==> src/rtl/miner_controller.sv <==
// miner_controller: nonce-search sequencer between MinerRegisters and the hash core.
// Watches the control word, streams nonces to the core over valid/ready,
// records hit/exhaustion status and clears the active control bit when done.
module miner_controller #(
  parameter int DW = 32
) (
  input  logic          clk,
  input  logic          rstn,
  input  logic [DW-1:0] controlIn,
  input  logic [DW-1:0] startNonce,
  output logic          controlWrite,
  output logic [DW-1:0] controlOut,
  output logic          hashStart,
  input  logic          hashReady,
  output logic [DW-1:0] hashNonce,
  input  logic          hashDone,
  input  logic          hashHit,
  output logic          busy,
  output logic          foundValid,
  output logic [DW-1:0] foundNonce,
  output logic          exhausted,
  output logic [DW-1:0] hashCount
);

  typedef enum logic [1:0] {
    IDLE  = 2'd0,
    ISSUE = 2'd1,
    WAIT  = 2'd2,
    CLEAR = 2'd3
  } state_t;

  state_t        state, stateNext;
  logic          modeMine;   // latched at start: 1 = mine, 0 = single
  logic          abortFlag;  // software dropped the mine bit mid-search
  logic [DW-1:0] nonce;
  logic [DW-1:0] clrMask;    // control bit owned by the running action

  logic startReq, abortNow, abortEff, nonceLast;

  // Decode start/abort conditions and compute the next FSM state.
  always_comb begin
    startReq  = controlIn[0] | controlIn[1];
    abortNow  = modeMine & ~controlIn[0] & ((state == ISSUE) | (state == WAIT));
    // Include the live sample so an abort seen in the hashDone cycle counts.
    abortEff  = abortFlag | abortNow;
    nonceLast = &nonce;
    stateNext = state;
    case (state)
      IDLE:  if (startReq) stateNext = ISSUE;
      ISSUE: if (hashStart && hashReady) stateNext = WAIT;
      WAIT: begin
        if (hashDone) begin
          if (hashHit || !modeMine) stateNext = CLEAR;
          else if (abortEff)        stateNext = IDLE;
          else if (nonceLast)       stateNext = CLEAR;
          else                      stateNext = ISSUE;
        end
      end
      CLEAR:   stateNext = IDLE;
      default: stateNext = IDLE;
    endcase
  end

  // State register plus the handshake/status flags derived from the next state.
  always_ff @(posedge clk or negedge rstn) begin
    if (!rstn) begin
      state        <= IDLE;
      hashStart    <= 1'b0;
      busy         <= 1'b0;
      controlWrite <= 1'b0;
    end else begin
      state        <= stateNext;
      hashStart    <= (stateNext == ISSUE);
      busy         <= (stateNext != IDLE);
      controlWrite <= (stateNext == CLEAR);
    end
  end

  // Search datapath: nonce, mode, abort, result and counter registers.
  always_ff @(posedge clk or negedge rstn) begin
    if (!rstn) begin
      nonce      <= '0;
      modeMine   <= 1'b0;
      abortFlag  <= 1'b0;
      clrMask    <= '0;
      foundValid <= 1'b0;
      foundNonce <= '0;
      exhausted  <= 1'b0;
      hashCount  <= '0;
    end else begin
      if (state == IDLE && startReq) begin
        nonce      <= startNonce;
        modeMine   <= controlIn[0];
        abortFlag  <= 1'b0;
        // Bit 0 wins when both are set, so the mask follows bit 0.
        clrMask    <= {{(DW-2){1'b0}}, ~controlIn[0], controlIn[0]};
        foundValid <= 1'b0;
        exhausted  <= 1'b0;
        hashCount  <= '0;
      end
      if (abortNow) abortFlag <= 1'b1;
      if (state == WAIT && hashDone) begin
        if (~&hashCount) hashCount <= hashCount + DW'(1);
        if (hashHit) begin
          foundNonce <= nonce;
          foundValid <= 1'b1;
        end else if (modeMine && !abortEff) begin
          if (nonceLast) exhausted <= 1'b1;
          else           nonce     <= nonce + DW'(1);
        end
      end
    end
  end

  assign hashNonce = nonce;

  // The clear value passes through the other control bits as they read in the
  // write cycle itself, so a concurrent software change to them is kept.
  assign controlOut = controlWrite ? (controlIn & ~clrMask) : '0;

endmodule

==> config.mk <==
export PLATFORM = sky130hd
export DESIGN_NAME = miner_controller
export DESIGN_NICKNAME = d
export VERILOG_FILES = /design/src/rtl/miner_controller.sv
export SDC_FILE = /design/constraint.sdc
export NUM_CORES = 1
export LEC_CHECK = 0
export ABC_CLOCK_PERIOD_IN_PS = 3300
export CORE_MARGIN = 2
export CORE_UTILIZATION = 35
export CTS_CLUSTER_DIAMETER = 120
export DETAILED_ROUTE_END_ITERATION = 10
export HOLD_SLACK_MARGIN = 0.05
export PLACE_DENSITY = 0.67
export SLEW_MARGIN = 5
export SYNTH_ARGS = -nofsm -noshare
export SYNTH_HDL_FRONTEND = slang
export SYNTH_SLANG_ARGS = --single-unit
==> constraint.sdc <==
create_clock -name clk -period 3.3 [get_ports clk]
set_clock_uncertainty 0.1 [all_clocks]
set_input_delay 0.99 -clock clk [delete_from_list [all_inputs] [get_ports clk]]
set_output_delay 0.99 -clock clk [all_outputs]
set_load 0.02 [all_outputs]
== Word level (Yosys, flattened, before mapping) ==
Index checks and enable logic that the tools add are counted.
Word-level totals
  register bits after elaboration: 107
  input bits: 69
  output and inout bits: 133
  logic and storage cells: 66
Operators by class
  add/sub/neg operators: 2
  equal/unequal tests: 5
  mux-type cells: 26
  bitwise logic cells: 8
  reduce and logical (&&, ||, !) cells: 13
Operators with widths (number)
  32-bit two-way mux: 9
  32-bit by 1-bit adder with 32-bit output (second input constant): 2
  32-bit AND reduction: 2
  32-bit bitwise AND: 1
  2-bit NOT with 32-bit output: 1
  2-bit two-way mux: 6
  1-bit two-way mux: 10
  2-bit one-hot mux with 4 select lines: 1
  2-bit equality test (second input constant): 3
  2-bit by 1-bit equality test with 1-bit output (second input constant): 2
  1-bit logical AND: 4
  2-bit nonzero test: 2
  1-bit OR: 3
  1-bit bitwise AND: 2
  1-bit zero test: 2
  2-bit zero test: 1
  2-bit AND reduction: 1
  1-bit logical OR: 1
  1-bit NOT: 1

== Depth between registers and ports, before layout ==
Gate-level depths: netlist of the first run.
  depth after elaboration: 9
  depth in mapped cells: 9
  mapped depth without buffers: 7

== Worst setup path before layout of the first run ==
Ideal clock, no wire load.
  path kind: input -> register
  start point: input hashHit
  end point: register nonce[7], in the netlist hashNonce[7]
  library setup time: 0.104 ns
  arrival: 2.554 ns
  required time: 3.096 ns
  setup slack: 0.542 ns
  stages: 6
  buffers on the path: 1
  path through: nand3b_1 or4b_4 a21o_1 buf_2 or3_1 a221oi_1
Between the ends
  longest elaborated chain between the ends: 2
Ends and longest elaborated chain
  start, declared: RTL line 17  | input logic hashHit,
  32-bit two-way mux: RTL line 104  | if (hashHit) begin
  32-bit two-way mux: RTL line 102  | if (state == WAIT && hashDone) begin
  end signal, assigned: RTL line 92  | nonce <= startNonce;
  end signal, assigned: RTL line 109  | else nonce <= nonce + DW'(1);
  end, declared: RTL line 35  | logic [DW-1:0] nonce;
No other way between the ends.
A chain may end at the register's enable or synchronous reset.

== Worst setup path in the final report of the first run ==
  start point: input controlIn[6]
  end point: output controlOut[6]
Between the ends
  longest elaborated chain between the ends: 2
Ends and longest elaborated chain
  start, declared: RTL line 9  | input logic [DW-1:0] controlIn,
  32-bit bitwise AND: RTL line 119  | assign controlOut = controlWrite ? (controlIn & ~clrMask) : '0;
  32-bit two-way mux: RTL line 119
  end, declared: RTL line 12  | output logic [DW-1:0] controlOut,
No other way between the ends.

==> flow_summary.yaml, run 1 <==
run_status:
  outcome: "complete, no violations"
timing:
  slew_violations: 0
  fin_crit_ns: 3.29
  clock.fmax_mhz: 304
  finalHoldViolations: 0
  setup_viol: 0
  slew_headroom_pct: 18.6
  period_share_pct: 99.5
  whs_ns: 0.386
  worst_slew_pin_slew_ns: 1.22
worst_setup_path:
  r2r_start: "hashCount[0]"
  reg2reg_slack_ns: 0.41
  cp.required_ns: 2.21
  end_kind: "output port"
  arrival_ns: 2.20
  r2r_end: "hashCount[0]"
  critPathMaxFanout: 1
  reg2regPathDepth: 6
  path_class: "in2out"
  crit_path_start_kind: "input port"
final_layout:
  fin_cells: 1070
  nets: 920
  fill_cells: 1563
  design_area_um2: 8780
  finish.utilization_pct: 52.6
  layout_common_cells: "clkdlybuf4s50_1 (196), dfrtp_1 (106), nand2_1 (53), nor3_1 (44), and2_1 (39)"
  drive_gt1_share_pct: 13.1
  syn2layout_area_growth_pct: 46.2
  antenna_cells: 0
  layout_commonest_cell: "clkdlybuf4s50_1"
floorplanning:
  ios: 202
  core-area_um2: 16700
  die_area_um2: 18200
  initial_utilization_pct: 36.0
  chipHeight_um: 135
  die_w_um: 135
  rows: 47
synthesis:
  netlist_area_um2: 6000
  synth-edff-count: 0
  synth_cells: 634
  synth_ff_type: "dfrtp_1"
  avgSynthCellArea_um2: 9.47
  ys_warn_count: 0
  syn_nets: 709
  async_flop_share_pct: 100
  ys_ff_latch: 106
  ys_types: 57
  seq_area_frac_synth_pct: 44.2
clocking:
  clk_pin_slew_ns: 0.08
  cts_buffer_depth: 2
  hold_buffers: 0
  clock_sinks: 106
  cts_buffers: 9
  clockRootBuffer: "clkbuf_16"
  cts_setup_buffers: 0
  htree_levels: 3
  cts_tree: "built"
  worstSkewPairLatency_ns: 0.36
worst_hold_path:
  hold_path.class: "reg2reg"
  min_to: "foundNonce[24]"
  hp-start: "foundNonce[24]"
  min_delay_path_depth: 2
global_routing:
  gr-total-overflow: 0
  track_usage_pct: 20.6
  grt_start_max_net_pins: 41
  grt_pass1_vias: 5595
  grt_antenna_before_repair: 0
  grt_pass1_wl_mm: 30.0
routing:
  wl_met2_mm: 8.87
  drt-initial-drc-count: 437
  first_pass_iters: 5
  wl_met1_mm: 8.56
  antenna_left: 0
  routed.top_layer: "met4"
  post_drt_wl_per_cell_um: 17.6
  vias_per_cell: 5.50
  met3_length_mm: 1.17
  post-route-drc-count: 0
  routed_wl_mm: 18.9
  route.vias.total: 5881
pwr:
  power.density_nw_per_um2: 726
  p_leak_nw: 3.53
  finalPower_mw: 6.38
  ir_drop_v: 0.000420
placement:
  routabilityCongestion: 0.862
  dp.cells: 1054
  io_buffers: 201
  placed_area_um2: 8480
  hpwl_mm: 13.8
flow_run:
  max-cap-violations: 0
-- repair_timing --
item	4_1_cts	5_1_grt
pin swaps	0	0
resized for setup	1	3
endpoints found under the setup margin	1	3
-- how the worst max path moves through the flow --
| stage | slack, ns | from | cells past startpoint | to |
|---|---|---|---|---|
| 2_1_floorplan | 0.54 | hashHit | 6 | hashNonce[7] |
| 3_3_place_gp | -0.03 | controlIn[0] | 3 | controlOut[0] |
| 3_5_place_dp | -0.03 | controlIn[0] | 3 | controlOut[0] |
| 4_1_cts | 0.0005 | controlIn[1] | 4 | controlOut[1] |
| 5_1_grt | -0.003 | controlIn[6] | 3 | controlOut[6] |
| 6_report | 0.01 | controlIn[6] | 3 | controlOut[6] |
-- layout make-up --
type | instances | area [µm²] | area share (%)
clock buffer | 9 | 225 | 2.57
sequential | 106 | 2650 | 30.2
inverter | 12 | 45.0 | 0.513
tap | 220 | 275 | 3.14
timing repair buffer | 241 | 2350 | 26.8
clock inverter | 7 | 62.6 | 0.713
multi-input combinational | 475 | 3160 | 36.0
-- registers in the layout, summed over array words and instances, names as in the netlist --
signal	count
abortFlag	1
busy	1
clrMask	2
controlWrite	1
exhausted	1
foundNonce	32
foundValid	1
hashCount	32
hashNonce	32
hashStart	1
state	2
-- logic make-up (layout without fill, tap and decap cells) --
logic type                 Yosys count  in the layout  share of synthesized area, %
AOI/OAI and AO/OA                  136            136                          16.6
xor gates and xnor gates             3              3                         0.438
adders and majority gates            6              6                          1.25
buffers and inverters               53            269                          3.56
DFF                                106            106                          44.2
muxes                               39             39                          7.11
and+or+nand+nor                    291            291                          26.9
-- cell usage after synthesis, drive strengths merged, types with 12 or more instances --
cell type  instances  area (µm²)
dfrtp            106        2650
nand2             54         203
nor3              44         220
and2              39         244
nand3             36         180
o21ai             31         155
mux2              29         327
clkbuf            28         105
a211oi            25         203
nand4             23         150
nor2              23        86.3
a21oi             17        85.1
nor4              15         113
buf               13        63.8
and3              12        75.1
inv               12        45.0
-- per-stage QoR --
| stage | setup TNS (ns) | setup slack, ns |
|---|---|---|
| floorplan | 0 | 0.542 |
| global placement | -0.0267 | -0.0252 |
| detailed placement | -0.0341 | -0.0341 |
| CTS | 0 | 0.000530 |
| global route | -0.00347 | -0.00347 |
| finish | 0 | 0.0150 |
-- critical path, stage by stage --
cell	delay, ns
clkdlybuf4s50_1	0.45
and2_1	0.15
clkdlybuf4s50_1	0.61
-- per-layer routing --
metal,vias up,track usage (%)
met3,18,3.87
met4,0,7.29
met1,2832,28.0
li1,2827,-
met2,204,32.8
met5,-,0
-- report_power, final --
part           leakage (nW)  switching [mW]  internal, mW
logic                  2.05            1.59          1.47
clock network         0.138           0.535         0.526
registers              1.34           0.528          1.73
total                  3.53            2.65          3.73
No activity file was read; power rests on OpenSTA's default activity.
==> run 2, diff against run 1 <==
CTS_CLUSTER_DIAMETER = 200   (was 120)
==> results of run 2 <==
Same layout as run 1: the final DEF is identical, and so are final timing and power.
